==> src/rtl/uart_tx_fila.sv <==
// Parametrised UART transmitter with a small transmit FIFO; queued words are sent
// back-to-back, LSB first, with optional parity and one or two stop bits.
module uart_tx_fila #(
    parameter int CLOCKS_POR_BIT    = 87,
    parameter int BITS_DADOS        = 8,
    parameter int PARIDADE          = 0,
    parameter int BITS_PARADA       = 1,
    parameter int PROFUNDIDADE_FIFO = 4
) (
    input  logic                                 clock,
    input  logic                                 reset,
    input  logic                                 haDadosParaTransmitir,
    input  logic [BITS_DADOS-1:0]                byteASerTransmitido,
    output logic                                 filaCheia,
    output logic                                 filaVazia,
    output logic [$clog2(PROFUNDIDADE_FIFO):0]   ocupacaoFila,
    output logic                                 erroEstouro,
    output logic                                 indicaTransmissao,
    output logic                                 bitSerialAtual,
    output logic                                 bitsEstaoEnviados
);

    localparam int LARGURA_CONT = $clog2(CLOCKS_POR_BIT);
    localparam int LARGURA_IDX  = $clog2(BITS_DADOS);
    localparam int LARGURA_PTR  = $clog2(PROFUNDIDADE_FIFO);
    localparam int LARGURA_OCUP = LARGURA_PTR + 1;

    typedef enum logic [2:0] {
        ESPERA,
        INICIO,
        DADOS,
        BIT_PARIDADE,
        PARADA
    } tipoEstado;

    logic [BITS_DADOS-1:0]   memoria [PROFUNDIDADE_FIFO];
    logic [LARGURA_PTR-1:0]  ptrEscrita;
    logic [LARGURA_PTR-1:0]  ptrLeitura;
    logic [LARGURA_OCUP-1:0] ocupacao;
    logic                    escreve;
    logic                    retira;

    tipoEstado               estado;
    tipoEstado               proximoEstado;
    logic [LARGURA_CONT-1:0] contClock;
    logic [LARGURA_IDX-1:0]  indiceBit;
    logic                    indiceParada;
    logic [BITS_DADOS-1:0]   dadoAtual;
    logic [BITS_DADOS-1:0]   palavraCabeca;
    logic                    bitParidade;
    logic                    fimBit;
    logic                    fimQuadro;
    logic                    linhaProxima;

    assign filaCheia         = (ocupacao == LARGURA_OCUP'(PROFUNDIDADE_FIFO));
    assign filaVazia         = (ocupacao == '0);
    assign ocupacaoFila      = ocupacao;
    assign escreve           = haDadosParaTransmitir && !filaCheia;
    assign fimBit            = (contClock == LARGURA_CONT'(CLOCKS_POR_BIT - 1));
    assign indicaTransmissao = (estado != ESPERA);
    assign palavraCabeca     = memoria[ptrLeitura];

    // NOTE: storage has no reset; only the pointers and count define what is valid.
    always_ff @(posedge clock) begin
        if (escreve) begin
            memoria[ptrEscrita] <= byteASerTransmitido;
        end
    end

    always_comb begin
        // NOTE: every output of this block gets a default first so no latch is inferred.
        proximoEstado = estado;
        retira        = 1'b0;
        fimQuadro     = 1'b0;
        case (estado)
            ESPERA: begin
                if (!filaVazia) begin
                    retira        = 1'b1;
                    proximoEstado = INICIO;
                end
            end
            INICIO: begin
                if (fimBit) proximoEstado = DADOS;
            end
            DADOS: begin
                if (fimBit && indiceBit == LARGURA_IDX'(BITS_DADOS - 1)) begin
                    proximoEstado = (PARIDADE != 0) ? BIT_PARIDADE : PARADA;
                end
            end
            BIT_PARIDADE: begin
                if (fimBit) proximoEstado = PARADA;
            end
            PARADA: begin
                if (fimBit && indiceParada == 1'(BITS_PARADA - 1)) begin
                    fimQuadro = 1'b1;
                    if (!filaVazia) begin
                        retira        = 1'b1;
                        proximoEstado = INICIO;
                    end else begin
                        proximoEstado = ESPERA;
                    end
                end
            end
            default: proximoEstado = ESPERA;
        endcase
    end

    // Line level for the current state; registered below, so the pin lags the state by one cycle.
    always_comb begin
        linhaProxima = 1'b1;
        case (estado)
            INICIO:       linhaProxima = 1'b0;
            DADOS:        linhaProxima = dadoAtual[indiceBit];
            BIT_PARIDADE: linhaProxima = bitParidade;
            default:      linhaProxima = 1'b1;
        endcase
    end

    // NOTE: all state below uses non-blocking assignments so every register samples pre-edge values.
    always_ff @(posedge clock) begin
        if (reset) begin
            estado            <= ESPERA;
            ptrEscrita        <= '0;
            ptrLeitura        <= '0;
            ocupacao          <= '0;
            contClock         <= '0;
            indiceBit         <= '0;
            indiceParada      <= 1'b0;
            dadoAtual         <= '0;
            bitParidade       <= 1'b0;
            bitSerialAtual    <= 1'b1;
            bitsEstaoEnviados <= 1'b0;
            erroEstouro       <= 1'b0;
        end else begin
            estado            <= proximoEstado;
            bitSerialAtual    <= linhaProxima;
            bitsEstaoEnviados <= fimQuadro;
            erroEstouro       <= haDadosParaTransmitir && filaCheia;

            if (escreve) ptrEscrita <= ptrEscrita + LARGURA_PTR'(1);
            if (retira) begin
                ptrLeitura  <= ptrLeitura + LARGURA_PTR'(1);
                dadoAtual   <= palavraCabeca;
                bitParidade <= (PARIDADE == 1) ? ~^palavraCabeca : ^palavraCabeca;
            end

            case ({escreve, retira})
                2'b10:   ocupacao <= ocupacao + LARGURA_OCUP'(1);
                2'b01:   ocupacao <= ocupacao - LARGURA_OCUP'(1);
                default: ocupacao <= ocupacao;
            endcase

            // Bit timing restarts with every popped word, so back-to-back frames begin cleanly.
            if (estado == ESPERA || retira) begin
                contClock    <= '0;
                indiceBit    <= '0;
                indiceParada <= 1'b0;
            end else begin
                contClock <= fimBit ? '0 : contClock + LARGURA_CONT'(1);
                if (fimBit && estado == DADOS && indiceBit != LARGURA_IDX'(BITS_DADOS - 1)) begin
                    indiceBit <= indiceBit + LARGURA_IDX'(1);
                end
                if (fimBit && estado == PARADA && indiceParada != 1'(BITS_PARADA - 1)) begin
                    indiceParada <= indiceParada + 1'b1;
                end
            end
        end
    end

endmodule

==> config.mk <==
export PLATFORM = sky130hd
export DESIGN_NAME = uart_tx_fila
export DESIGN_NICKNAME = d
export VERILOG_FILES = /design/src/rtl/uart_tx_fila.sv
export SDC_FILE = /design/constraint.sdc
export NUM_CORES = 1
export LEC_CHECK = 0
export BUFFER_PORTS_ARGS = -buffer_cell sky130_fd_sc_hd__buf_2
export CELL_PAD_IN_SITES_DETAIL_PLACEMENT = 1
export CELL_PAD_IN_SITES_GLOBAL_PLACEMENT = 1
export CORE_UTILIZATION = 50
export CTS_CLUSTER_DIAMETER = 150
export DETAILED_ROUTE_END_ITERATION = 12
export GPL_TIMING_DRIVEN = 0
export PLACE_DENSITY_LB_ADDON = 0.1
export SLEW_MARGIN = 40
export SYNTH_ARGS = -nofsm -noshare
export SYNTH_HDL_FRONTEND = slang
export SYNTH_SLANG_ARGS = --single-unit
==> constraint.sdc <==
create_clock -name clock -period 5.1 [get_ports clock]
set_input_delay 0.51 -clock clock [delete_from_list [all_inputs] [get_ports clock]]
set_output_delay 0.51 -clock clock [all_outputs]
set_load 0.01 [all_outputs]
Word level (Yosys, flattened, before mapping)
Memories as Yosys holds them, arrays and structs flattened. A register that Yosys moved wholly into a read port is not among the register bits.
Cells that the tools add are included.

storage, ports and cells
  bits of input ports = 11
  memories = 1
  output and inout bits = 9
  flip-flop bits (word level) = 33
  bits in writable memories = 32

operators by class
  muxes and demuxes = 19
  eq/ne operators = 15
  add/sub/neg operators = 7
  reductions and logical operators = 19
  bitwise gates (word level) = 2
  $lt $le $gt $ge = 1

memories
  name     words  bits a word  rd ports  clocked after Yosys merged registers in  write ports  line  source
  memoria  4      8            1         1                                        1            36    logic [BITS_DADOS-1:0] memoria [PROFUNDIDADE_FIFO];

operators by type and width
  kind                 number
  $mux 3               5
  $pmux 3 s5           1
  $ne 2x2->1 const B   5
  $eq 3x3->1 const B   3
  $logic_and 1x1->1    8
  $reduce_xor 8->1     1
  $add 7x1->7 const B  1
  $eq 7x7->1 const B   1
  $mux 1               7
  $add 3x1->3 const B  2
  $eq 3x2->1 const B   2
  $logic_not 3->1      2
  $pmux 3 s2           1
  $reduce_and 5->1     1
  $add 2x1->2 const B  2
  $lt 3x4->1 const B   1
  $mux 2               2
  $reduce_or 2->1      2
  $bmux 1 s3           1
  $eq 3x1->1 const B   1
  $ne 3x3->1 const B   1
  $pmux 1 s3           1
  $reduce_bool 3->1    1
  $reduce_or 3->1      1
  other kinds (9)      10

Longest topological paths before layout
  depth after elaboration = 6
  mapped depth = 13

Worst setup path after synthesis
No wires, ideal clock.

  path kind = flip-flop to flip-flop
  start = register contClock[0]
  end = register ocupacao[2] (netlist: ocupacaoFila[2])
  path buffers = 1
  arrival time = 2.440 ns
  library setup time = 0.071 ns
  path slack = 2.590 ns
  stages on the path, launching flop included = 14
  data required time = 5.029 ns
  cells stage by stage = dfxtp_1 > inv_1 > ha_1 > nand2_1 > o41ai_2 > nand3_1 > inv_2 > buf_6 > ha_1 > inv_1 > fa_1 > xor2_1 > or3_1 > a21oi_1

between the ends
  cells in the longest elaborated chain, start to end = 6

RTL lines
  what                                             line  source
  start, declared                                  45    logic [LARGURA_CONT-1:0] contClock;
  start signal, assigned                           159   contClock <= fimBit ? '0 : contClock + LARGURA_CONT'(1);
  $eq 7x7->1 *                                     59    assign fimBit = (contClock == LARGURA_CONT'(CLOCKS_POR_BIT - 1));
  $logic_and 1x1->1 *                              94    if (fimBit && indiceParada == 1'(BITS_PARADA - 1)) begin
  $mux 1 *                                         94
  $pmux 1 s2 *                                     75    case (estado)
  net retira                                       41    logic retira;
  $eq 2x1->1 or $eq 2x2->1 (tied branches)         147   case ({escreve, retira})
  $pmux 3 s2 or $reduce_bool 2->1 (tied branches)  n/a
  end signal, assigned                             148   2'b10: ocupacao <= ocupacao + LARGURA_OCUP'(1);
  end signal, assigned                             149   2'b01: ocupacao <= ocupacao - LARGURA_OCUP'(1);
  end signal, assigned                             150   default: ocupacao <= ocupacao;
  end, declared                                    39    logic [LARGURA_OCUP-1:0] ocupacao;

The timed path passes the listed nets; every way through them passes the cells marked *.
A chain may end at the register's enable or synchronous reset.

Worst setup path after layout
Ends and elaborated chain as after synthesis.

==> out/qor.csv <==
stage,metric,value,unit
status,status,completed,
clock_tree,ctsResizeCount,0,
setup_path,cp.required,5370,ps
power,max-vdd-ir-drop,0.334,mV
timing,layout_setup_ws,2200,ps
final_layout,final_area,3210,sq um
hold_path,holdCritPathClass,input pin to flop,
final_layout,fillCellCount,517,
timing,grt_setup_unrepaired,no,
power,clkPwrFrac,0.299,
setup_path,cp_num_buf_inv,4,
logic_synthesis,yosys-top-cells-area,"edfxtp_1 34%, dfxtp_1 25%, mux4_2 8.1%, xnor2_1 4.1%, ha_1 4.0%",
setup_path,crit_slowest_cell,fa_1,
power,power,1.78,mW
floorplan,die_height,76.8,um
placed_design,io_buffers,18,
final_layout,postLayoutCoreUtil,0.614,
floorplan,die_area,5900,sq um
drt,avgRoutedWirePerCell,17.0,um
logic_synthesis,yosys_most_used_dff,dfxtp_1,
setup_path,cp_slowest_stage_delay,380,ps
global_routing,overflow,0,
floorplan,pin_count,20,
power,p_leak,1.18,nW
power,p_per_area,554,nW/um^2
logic_synthesis,yosysTopAreaCellShare,0.344,
drt,viasPerCell,5.35,
power,sequentialPowerShare,0.392,
logic_synthesis,synth_area,2800,sq um
timing,min_period,2900,ps
drt,via_count,1713,
logic_synthesis,yosys-top-cells-count,"35 x dfxtp_1, 32 x edfxtp_1, 27 x nor2_1",
flow_run,maxCapViolCount,0,
placed_design,place_area,2970,sq um
floorplan,fp.coreArea,5240,sq um
setup_path,crit_path_cell_trace,inv_1 -> ha_1 -> nand2_1 -> o41ai_2 -> nand3_1 -> inv_2 -> buf_6 -> ha_1 -> inv_1 -> fa_1 -> xor2_1 -> or3_1 -> a21oi_1,
final_layout,diodes,0,
floorplan,die_w,76.8,um
clock_tree,cts_max_path_buffers,2,
timing,clock_skew,4.74,ps
global_routing,gr-usage-all-layers,0.207,
power,p_sw,0.552,mW
clock_tree,numCtsBuffers,9,
setup_path,worstSetupStartpointType,flop,
final_layout,final_cells,320,
setup_path,arrival,3170,ps
setup_path,crit_path_end_kind,flop,
logic_synthesis,avgSynthCellArea,12.9,sq um
clock_tree,cts_setup_buffers,0,
clock_tree,insertion_delay,350,ps
setup_path,crit_family,adder cells,
power,power.internal,1.23,mW
placed_design,dpl_worst_slack,2270,ps
setup_path,critPathMaxFanout,10,
timing,fmax,345,MHz
placed_design,detailed_place_hpwl,3970,um
clock_tree,cts-hold-fix-buffers,0,
logic_synthesis,ys_async_sr_fraction,0,
final_layout,nNetsFinal,266,
placed_design,dp.cells,304,
power,comb_power_share,0.310,
timing,hold_slack,374,ps
drt,postRouteWirelength,5440,um
logic_synthesis,synth_edf_count,32,
timing,worstMarginPinSlew,580,ps
timing,finalMaxSlewViolations,0,
global_routing,antenna_found_initial,0,
drt,route.detailed.drc,0,
clock_tree,cts_tree,built,
clock_tree,clk_transition_reported_paths,70,ps
placed_design,place_congestion,0.739,
timing,setup_viol,0,
logic_synthesis,yosysMostFrequentCell,dfxtp_1,
clock_tree,htree_levels,3,
timing,final_hold_viol_count,0,
floorplan,num_rows,26,
logic_synthesis,synth_area_leader_cell,edfxtp_1,
timing,tns,0,ps
logic_synthesis,ys_ff_latch,67,
logic_synthesis,yosysSeqAreaShare,0.594,
global_routing,grt_pass1_vias,1905,
timing,period_share,0.568,
drt,drtIter0Drc,65,
final_layout,drive_gt1_frac,0.196,
power,sw_frac_of_total,0.310,
floorplan,start_util,0.534,
setup_path,path_class,flop to flop,
final_layout,syn_to_final_growth,14.9,%
clock_tree,clock-sinks,67,
logic_synthesis,synth_cell_types,31,
clock_tree,cts_root_buf,clkbuf_8,
timing,max_slew_margin,0.613,
logic_synthesis,synth_nets,237,
logic_synthesis,netlist_instances,216,
drt,detail_route.first_pass.iterations,4,
drt,ant_nets,0,
global_routing,grt_first_pass_wirelength,9110,um
logic_synthesis,synth_warnings,0,
global_routing,grt_max_degree,13,
kinds of logic after synthesis:
group	Yosys count	synth area share
DFF	67	0.594
and+or+nand+nor	66	0.117
buffers and inverters	19	0.0313
AOI/OAI and AO/OA	16	0.0371
adders and majority gates	10	0.0474
muxes	21	0.120
xor gates and xnor gates	17	0.0532
final cells by class:
class	count	area, sq um	area share
clock buffers	9	124	0.0385
inverters	11	41.3	0.0128
flip-flops and latches	67	1660	0.517
repair buffers	18	90.1	0.0280
well taps	70	87.6	0.0272
plain buffers	8	46.3	0.0144
clock inverters	7	116	0.0362
multi-input cells	130	1050	0.326
power groups by stage:
stage	sequential, mW	clock (mW)	combinational (mW)
3_5_place_dp	0.709	0	0.549
3_3_place_gp	0.699	0	0.516
4_1_cts	0.698	0.535	0.562
2_1_floorplan	0.697	0	0.427
6_report	0.697	0.532	0.552
5_1_grt	0.706	0.558	0.603
per-layer routing:
layer  up-vias  wire [um]  GRT usage
met5         -          0          0
met4         0        115     0.0923
met3        13        148     0.0512
met2        27       2950      0.378
met1       855       2230      0.225
li1        818          -          -
flip-flops by register name, indices dropped and copies added, names as in the netlist, 2 cells and up, named ones only:
name and count:
dadoAtual 8, ocupacaoFila 3, contClock 7, memoria 32, indiceBit 3, estado 3, ptrEscrita 2, ptrLeitura 2
cells in the final DEF (no fill, tap or decap), types with 5 or more instances in the layout:
cell type / count
a21oi_1: 9
nand3_1: 5
nor2_1: 27
mux2i_1: 11
ha_1: 9
mux4_2: 10
or3_1: 5
dfxtp_1: 35
nand2_1: 7
clkbuf_8: 9
inv_1: 10
xnor2_1: 13
buf_2: 18
edfxtp_1: 32
clkbuf_1: 5
and3_1: 5
path summary, 6_finish.rpt:
kind                           from              end  slack, ps  cells past startpoint
max                    contClock[0]  ocupacaoFila[2]       2200                     13
min          byteASerTransmitido[1]    memoria[0][1]        370                      1
max reg2reg            contClock[0]  ocupacaoFila[2]       2200                     13
min reg2reg            contClock[0]     contClock[0]        490                      1
(Power assumes the default switching activity.)
